===== config.mk =====
export PLATFORM = sky130hd
export DESIGN_NAME = bram_port_arbiter_flat
export DESIGN_NICKNAME = d
export VERILOG_FILES = /design/src/rtl/bram_port_arbiter_if.sv /design/src/rtl/bram_port_arbiter.sv /design/src/flat_wrapper.sv
export SDC_FILE = /design/constraint.sdc
export NUM_CORES = 1
export LEC_CHECK = 0
export BUFFER_PORTS_ARGS = -buffer_cell sky130_fd_sc_hd__buf_2
export CAP_MARGIN = 25
export CORE_MARGIN = 2
export CORE_UTILIZATION = 35
export CTS_CLUSTER_DIAMETER = 80
export DETAILED_ROUTE_END_ITERATION = 10
export PLACE_DENSITY_LB_ADDON = 0.12
export SLEW_MARGIN = 40
export SYNTH_ARGS = -nofsm -noshare
export SYNTH_HDL_FRONTEND = slang
export SYNTH_SLANG_ARGS = --single-unit

===== constraint.sdc =====
create_clock -name clk -period 3.7 [get_ports clk]
set_clock_uncertainty 0.1 [all_clocks]
set_input_delay 0.74 -clock clk [delete_from_list [all_inputs] [get_ports clk]]
set_output_delay 0.74 -clock clk [all_outputs]
set_load 0.01 [all_outputs]

===== src/rtl/bram_port_arbiter_if.sv =====
// Handshake bundle between the two BRAM requesters and the port arbiter.
// master = requester side (accumulation unit / AXI read engine), slave = arbiter.
interface bram_port_arbiter_if #(
    parameter int CNT_W = 7
);
    logic             acc_req;
    logic             acc_done;
    logic             ext_req;
    logic             ext_done;
    logic             acc_gnt;
    logic             ext_gnt;
    logic             mux_sel;
    logic             acc_preempt;
    logic             busy;
    logic [CNT_W-1:0] burst_cnt;

    modport master (
        output acc_req,
        output acc_done,
        output ext_req,
        output ext_done,
        input  acc_gnt,
        input  ext_gnt,
        input  mux_sel,
        input  acc_preempt,
        input  busy,
        input  burst_cnt
    );

    modport slave (
        input  acc_req,
        input  acc_done,
        input  ext_req,
        input  ext_done,
        output acc_gnt,
        output ext_gnt,
        output mux_sel,
        output acc_preempt,
        output busy,
        output burst_cnt
    );
endinterface


===== src/rtl/bram_port_arbiter.sv =====
// Arbitrates the weight-BRAM port bank between accumulation (sel 0) and external reads (sel 1).
// Latency: grant 1 cycle after request if mux already points at the winner, else 2 (turnaround).
// Backpressure: requesters hold req until granted; accumulation is force-released after MAX_BURST cycles.
module bram_port_arbiter #(
    parameter int MAX_BURST = 64,
    parameter int CNT_W     = $clog2(MAX_BURST) + 1
) (
    input  logic                  clk,
    input  logic                  rst,
    bram_port_arbiter_if.slave    bus
);

    typedef enum logic [1:0] {
        ST_IDLE    = 2'd0,
        ST_TURN    = 2'd1,
        ST_OWN_ACC = 2'd2,
        ST_OWN_EXT = 2'd3
    } state_e;

    // Owner encoding matches the mux select value.
    typedef enum logic {
        OWNER_ACC = 1'b0,
        OWNER_EXT = 1'b1
    } owner_e;

    state_e           state_q, state_d;
    owner_e           target_q, target_d;
    owner_e           last_owner_q, last_owner_d;
    owner_e           mux_sel_q, mux_sel_d;
    owner_e           winner;
    logic [CNT_W-1:0] burst_cnt_q, burst_cnt_d;
    logic [CNT_W-1:0] burst_cnt_inc;
    logic             preempt_q, preempt_d;
    logic             at_limit;
    logic             acc_limit_hit;
    logic             acc_release;
    logic             ext_release;

    assign burst_cnt_inc = (burst_cnt_q == CNT_W'(MAX_BURST)) ? burst_cnt_q
                                                              : burst_cnt_q + CNT_W'(1);
    assign at_limit      = (burst_cnt_q == CNT_W'(MAX_BURST - 1));
    // Preemption only counts when the burst limit is the sole reason for letting go.
    assign acc_limit_hit = at_limit && bus.ext_req && bus.acc_req && !bus.acc_done;
    assign acc_release   = bus.acc_done || !bus.acc_req || (at_limit && bus.ext_req);
    assign ext_release   = bus.ext_done || !bus.ext_req;

    always_ff @(posedge clk) begin
        if (rst) begin
            state_q      <= ST_IDLE;
            target_q     <= OWNER_ACC;
            last_owner_q <= OWNER_EXT;
            mux_sel_q    <= OWNER_ACC;
            burst_cnt_q  <= '0;
            preempt_q    <= 1'b0;
        end else begin
            state_q      <= state_d;
            target_q     <= target_d;
            last_owner_q <= last_owner_d;
            mux_sel_q    <= mux_sel_d;
            burst_cnt_q  <= burst_cnt_d;
            preempt_q    <= preempt_d;
        end
    end

    always_comb begin
        state_d      = state_q;
        target_d     = target_q;
        last_owner_d = last_owner_q;
        mux_sel_d    = mux_sel_q;
        burst_cnt_d  = '0;
        preempt_d    = 1'b0;
        winner       = OWNER_ACC;

        case (state_q)
            ST_IDLE: begin
                if (bus.acc_req || bus.ext_req) begin
                    if (bus.acc_req && bus.ext_req) begin
                        winner = (last_owner_q == OWNER_ACC) ? OWNER_EXT : OWNER_ACC;
                    end else begin
                        winner = bus.ext_req ? OWNER_EXT : OWNER_ACC;
                    end
                    target_d = winner;
                    if (mux_sel_q == winner) begin
                        state_d = (winner == OWNER_EXT) ? ST_OWN_EXT : ST_OWN_ACC;
                    end else begin
                        mux_sel_d = winner;
                        state_d   = ST_TURN;
                    end
                end
            end

            ST_TURN: begin
                state_d = (target_q == OWNER_EXT) ? ST_OWN_EXT : ST_OWN_ACC;
            end

            ST_OWN_ACC: begin
                if (acc_release) begin
                    last_owner_d = OWNER_ACC;
                    preempt_d    = acc_limit_hit;
                    if (bus.ext_req) begin
                        mux_sel_d = OWNER_EXT;
                        target_d  = OWNER_EXT;
                        state_d   = ST_TURN;
                    end else begin
                        state_d = ST_IDLE;
                    end
                end else begin
                    burst_cnt_d = burst_cnt_inc;
                end
            end

            ST_OWN_EXT: begin
                if (ext_release) begin
                    last_owner_d = OWNER_EXT;
                    if (bus.acc_req) begin
                        mux_sel_d = OWNER_ACC;
                        target_d  = OWNER_ACC;
                        state_d   = ST_TURN;
                    end else begin
                        state_d = ST_IDLE;
                    end
                end else begin
                    burst_cnt_d = burst_cnt_inc;
                end
            end

            default: begin
                state_d = ST_IDLE;
            end
        endcase
    end

    assign bus.acc_gnt     = (state_q == ST_OWN_ACC);
    assign bus.ext_gnt     = (state_q == ST_OWN_EXT);
    assign bus.mux_sel     = mux_sel_q;
    assign bus.acc_preempt = preempt_q;
    assign bus.busy        = (state_q != ST_IDLE);
    assign bus.burst_cnt   = burst_cnt_q;

endmodule

===== src/flat_wrapper.sv =====
// flat-port wrapper written by rule: the top's interface ports become plain ports
module bram_port_arbiter_flat 
#(
    parameter int MAX_BURST = 64,
    parameter int CNT_W     = $clog2(MAX_BURST) + 1
)
  (clk, rst, bus_acc_req, bus_acc_done, bus_ext_req, bus_ext_done, bus_acc_gnt, bus_ext_gnt, bus_mux_sel, bus_acc_preempt, bus_busy, bus_burst_cnt);
  bram_port_arbiter_if #(.CNT_W(CNT_W)) bus_i ();
  input  logic clk;
  input  logic rst;
  input wire logic [$bits(bus_i.acc_req)-1:0] bus_acc_req;
  input wire logic [$bits(bus_i.acc_done)-1:0] bus_acc_done;
  input wire logic [$bits(bus_i.ext_req)-1:0] bus_ext_req;
  input wire logic [$bits(bus_i.ext_done)-1:0] bus_ext_done;
  output wire logic [$bits(bus_i.acc_gnt)-1:0] bus_acc_gnt;
  output wire logic [$bits(bus_i.ext_gnt)-1:0] bus_ext_gnt;
  output wire logic [$bits(bus_i.mux_sel)-1:0] bus_mux_sel;
  output wire logic [$bits(bus_i.acc_preempt)-1:0] bus_acc_preempt;
  output wire logic [$bits(bus_i.busy)-1:0] bus_busy;
  output wire logic [$bits(bus_i.burst_cnt)-1:0] bus_burst_cnt;
  assign bus_i.acc_req = bus_acc_req;
  assign bus_i.acc_done = bus_acc_done;
  assign bus_i.ext_req = bus_ext_req;
  assign bus_i.ext_done = bus_ext_done;
  assign bus_acc_gnt = bus_i.acc_gnt;
  assign bus_ext_gnt = bus_i.ext_gnt;
  assign bus_mux_sel = bus_i.mux_sel;
  assign bus_acc_preempt = bus_i.acc_preempt;
  assign bus_busy = bus_i.busy;
  assign bus_burst_cnt = bus_i.burst_cnt;
  bram_port_arbiter #(.MAX_BURST(MAX_BURST), .CNT_W(CNT_W)) u_core (.clk(clk), .rst(rst), .bus(bus_i));
endmodule

**Word-level counts from Yosys, hierarchy flattened**

Index checks and enable logic that the tools add are counted.

- Register bits after elaboration: 13
- Input bits: 6
- Logic and storage cells: 71

- Add/subtract/negate cells: 1
- Equality and inequality tests: 12
- Muxes and demuxes: 30
- Bitwise gates (word level): 2
- Reductions and logical operators: 20

Operators with widths:

| kind | number |
|---|---|
| $mux W7 | 3 |
| $mux W1 | 18 |
| $pmux W7 S2 | 1 |
| $mux W2 | 4 |
| $pmux W2 S4 | 1 |
| $add A7 B1 Y7 const B | 1 |
| $eq A7 B6 Y1 const B | 1 |
| $eq A7 B7 Y1 const B | 1 |
| $reduce_and A7 Y1 | 1 |
| $ne A2 B1 Y1 const B | 3 |
| $ne A2 B2 Y1 const B | 3 |
| $pmux W1 S3 | 2 |
| $reduce_and A3 Y1 | 2 |
| $reduce_and A6 Y1 | 1 |
| $eq A2 B2 Y1 const B | 2 |
| $logic_and A1 B1 Y1 | 4 |
| $logic_or A1 B1 Y1 | 4 |
| $reduce_bool A2 Y1 | 2 |
| $logic_not A1 Y1 | 3 |
| $reduce_bool A3 Y1 | 1 |
| $reduce_or A3 Y1 | 1 |
| $eq A2 B1 Y1 const B | 1 |
| $logic_not A2 Y1 | 1 |
| $not A1 Y1 | 2 |
| 2 further kinds | 2 |

**Depth between registers and ports, before layout**

- Depth in word-level cells: 8
- Gate-level depth with buffers: 6
- Depth with buffers taken out: 6

**Worst setup path before layout**

OpenSTA, ideal clock, no wires.

- Path kind: input to register
- Start: input bus_ext_req
- End: register u_core.state_q[0]
- Arrival time: 1.709 ns
- Data required time: 3.485 ns
- Path slack: 1.775 ns
- Stages on the path: 6
- Buffers on the path: 0
- Cells stage by stage: a21bo_2 > ha_1 > inv_1 > mux4_2 > a31oi_1 > nor2_1

- Longest elaborated chain between the ends: 8
- Elaborated cells on any way between the ends: 21
- Classes of those cells: eq/ne (4); mux (10); reduce/logical (7)

Ends and longest elaborated chain:

| what | line | RTL |
|---|---|---|
| start, declared | flat_wrapper.sv:13 | `input wire logic [$bits(bus_i.ext_req)-1:0] bus_ext_req;` |
| $mux W1 or $logic_and A1 B1 Y1 (tied branches) | bram_port_arbiter.sv:80, bram_port_arbiter.sv:100, bram_port_arbiter.sv:77 |  |
| $mux W1 | bram_port_arbiter.sv:77 | `if (bus.acc_req && bus.ext_req) begin` |
| $mux W1 | bram_port_arbiter.sv:76 | `if (bus.acc_req \|\| bus.ext_req) begin` |
| $mux W1 | bram_port_arbiter.sv:74 | `case (state_q)` |
| $mux W1 or $eq A1 B1 Y1 (tied branches) | bram_port_arbiter.sv:84, bram_port_arbiter.sv:83 |  |
| $mux W2 | bram_port_arbiter.sv:83 | `if (mux_sel_q == winner) begin` |
| $mux W2 | bram_port_arbiter.sv:76 |  |
| $pmux W2 S4 | bram_port_arbiter.sv:74 |  |
| end signal, assigned | bram_port_arbiter.sv:56 | `state_q <= state_d;` |
| end, declared | bram_port_arbiter.sv:26 | `state_e state_q, state_d;` |

Parallel ways exist; a longest one is shown, timed or not. The select of a mux whose other input is x is not followed.
A chain may end at the register's enable or synchronous reset.

**Worst setup path after layout**

- Start: register u_core.state_q[1]
- End: output bus_busy

- Longest elaborated chain between the ends: 1

Ends and longest elaborated chain:

| what | line | RTL |
|---|---|---|
| $reduce_bool A2 Y1 | bram_port_arbiter.sv:137 | `assign bus.busy = (state_q != ST_IDLE);` |
| end, declared | flat_wrapper.sv:19 | `output wire logic [$bits(bus_i.busy)-1:0] bus_busy;` |

No other way between the ends.

==> metrics.txt <==
CTS Sinks 13; fin crit share 55.3%; core area 0.00198 sq mm; Final ANT Viol Nets 0; drt pass-1 iters 5; delay-heaviest family, CP flip-flops; Die X 50.2 um; grt ovf 0; largest net degree at the start of global routing 12; Synth Flop Type dfxtp_1; min Tclk post-route slightly above 2 ns; Placer Congestion ~0.75; Port-buffer cells 17; fillers just over 200; Simple-Gate Fraction of Synth Area between 20% and 30%; 1st-iter DRT viols 12; status finished, final reports clean; Peak Freq roughly 490 MHz; Pins Over Slew Limit 0; wire length per cell about 12 um; main combinational cell family by area after synthesis simple AND/OR/NAND/NOR gates; CTS tree yes; Worst VDD drop about 0.21 mV; post-CTS setup buffers 0; Syn Inst Count 81; initial core utilization between 30% and 40%; RSZ-0062 raised after global routing false; Final setup viols 0; # DRC 0; final wirelength between 1500 and 2000 um; Nets ~110; Setup Total Neg Slack 0 ns; final cell count without fillers ~130; adder and majority cell fraction of the synthesized area under 10%; Die Y roughly 50 um; FFs w/ async S/R, synth 0%; Num CTS Buffers 3; Worst-Margin Slew between 0.3 and 0.4 ns; Synthesis Warnings 0; Syn-to-layout area delta 18.8%; Mapped Area between 700 and 800 sq um; diode count 0; Critical Path End Type primary output; worst path cell trace or2_2 -> buf_2; proportion of layout cells with a drive suffix above 1 a little under a third; vias in the first global route around 600; crit path DAT between 1 and 1.5 ns; initial antenna violation count 0; MaxCap Viol Count 0; Clock transition at path regs 0.08 ns; Worst-Skew Late Latency 0.27 ns; Leakage approximately 0.00039 uW; DP Cell Count approximately 120; Worst Hold Class flop to flop; kind of critical path flop to primary output; via count ~640; total track usage approximately 14%; clock tree buffer depth 2; Die ar. about 0.0025 sq mm; synth unique cells 35; CP Launch Type flop; Fin. Hold Viols 0; most common cell after layout, fill and taps aside buf_2; syn nets 90; most frequent cells in the layout buf_2, dfxtp_1, nor2_1, inv_1, xnor2_1; Compound-Gate Fraction of Synth Area 17.9%; Post-CTS Resized 0; max incr delay on CP 0.43 ns; sequential share of the synthesized area about a third; Crit-path slowest cell dfxtp_1; # hold bufs at CTS 0; post-synthesis mux area share 5.70%; Post-DP HPWL 1220 um; num rows 16; #FFs+latches synth 13; relative slew slack around 74%; EDFF count, synth 0; DR vias/cell about 5; Pwr Density 484 mW/mm^2; xor and xnor fraction of the mapped netlist area just over 7%; Req. time, crit path between 2 and 3 ns; crit-path max FO 11; Root Driver clkbuf_4; first-pass GRT wire length approximately 2600 um; I/O pin cnt 18; H-tree depth 1; CP Buf/Inv Count 1; Mean Syn Cell Area ~9.2 sq um
==> power by group <==
| group | switching, uW | leakage, uW | internal [uW] |
|---|---|---|---|
| clock | 49.1 | 0.0000150 | 41.7 |
| sequential | 25.0 | 0.000106 | 158 |
| combinational | 70.0 | 0.000267 | 85.5 |
| total | 144 | 0.000388 | 285 |
==> final cells by class <==
class	instances	area [sq um]	share of cell area, %
Clock buffer	4	26.3	2.96
Inverter	9	33.8	3.81
Multi-Input combinational cell	58	448	50.5
Sequential cell	13	260	29.3
Tap cell	27	33.8	3.81
Timing Repair Buffer	17	85.1	9.59
==> per-layer routing <==
metal	up-vias	track usage, %	wire length (um)
met4	0	4.17	0
met1	292	18.3	785
li1	328	-	-
met5	-	0	0
met2	18	22.4	701
met3	0	3.57	71
==> kinds of logic after synthesis <==
| family | after synthesis |
|---|---|
| and+or+nand+nor | 30 |
| muxes | 3 |
| xor gates and xnor gates | 6 |
| adders and majority gates | 3 |
| AOI/OAI and AO/OA | 16 |
| DFF | 13 |
| buffers and inverters | 10 |
==> sequential cells by signal (all words and copies together) (netlist names) <==
signal	flops
u_core.last_owner_q	1
u_core.target_q	1
u_core.bus.mux_sel	1
u_core.state_q	2
u_core.bus.acc_preempt	1
u_core.bus.burst_cnt	7
==> worst paths after layout <==
check	startpoint	cells past startpoint	slack, ns	end
worst max-delay path	u_core.state_q[1]	2	1.65	bus_busy
worst min-delay path	u_core.bus.mux_sel	2	0.38	u_core.bus.mux_sel
worst max register to register	u_core.state_q[1]	4	1.97	u_core.target_q
worst min register to register	u_core.bus.mux_sel	2	0.38	u_core.bus.mux_sel
==> metrics by stage <==
step                      setup slack (ns)  area [sq um]  utilization [%]  hold WS (ns)  total power, uW
after floorplan                       1.78           747                -         0.367              302
after global placement                1.60           861             43.4         0.365              338
after detailed placement              1.58           861             43.4         0.374              342
after CTS                             1.64           887             44.8         0.386              432
after global routing                  1.59           887             44.8         0.432              459
final                                 1.65           887             44.8         0.384              429
==> worst reg2reg max path, delay by kind of cell (launching register included) <==
family | cells | cell delay (ns)
and+or+nand+nor | 2 | 0.81
DFF | 1 | 0.43
AOI/OAI and AO/OA | 2 | 0.27
==> Yosys cell counts (2+ instances only) <==
cell / n / area [sq um]
ha_1: 3 / 37.5
o21ai_1: 2 / 10.0
inv_1: 9 / 33.8
a21oi_1: 3 / 15.0
nand3_1: 3 / 15.0
a21bo_2: 2 / 20.0
xnor2_1: 4 / 35.0
mux2i_1: 2 / 20.0
nor2_1: 10 / 37.5
nand2_1: 3 / 11.3
nand4b_1: 2 / 17.5
xor2_1: 2 / 17.5
dfxtp_1: 13 / 260
and3_1: 2 / 12.5
Note: power is estimated with default switching activity, not from simulation.
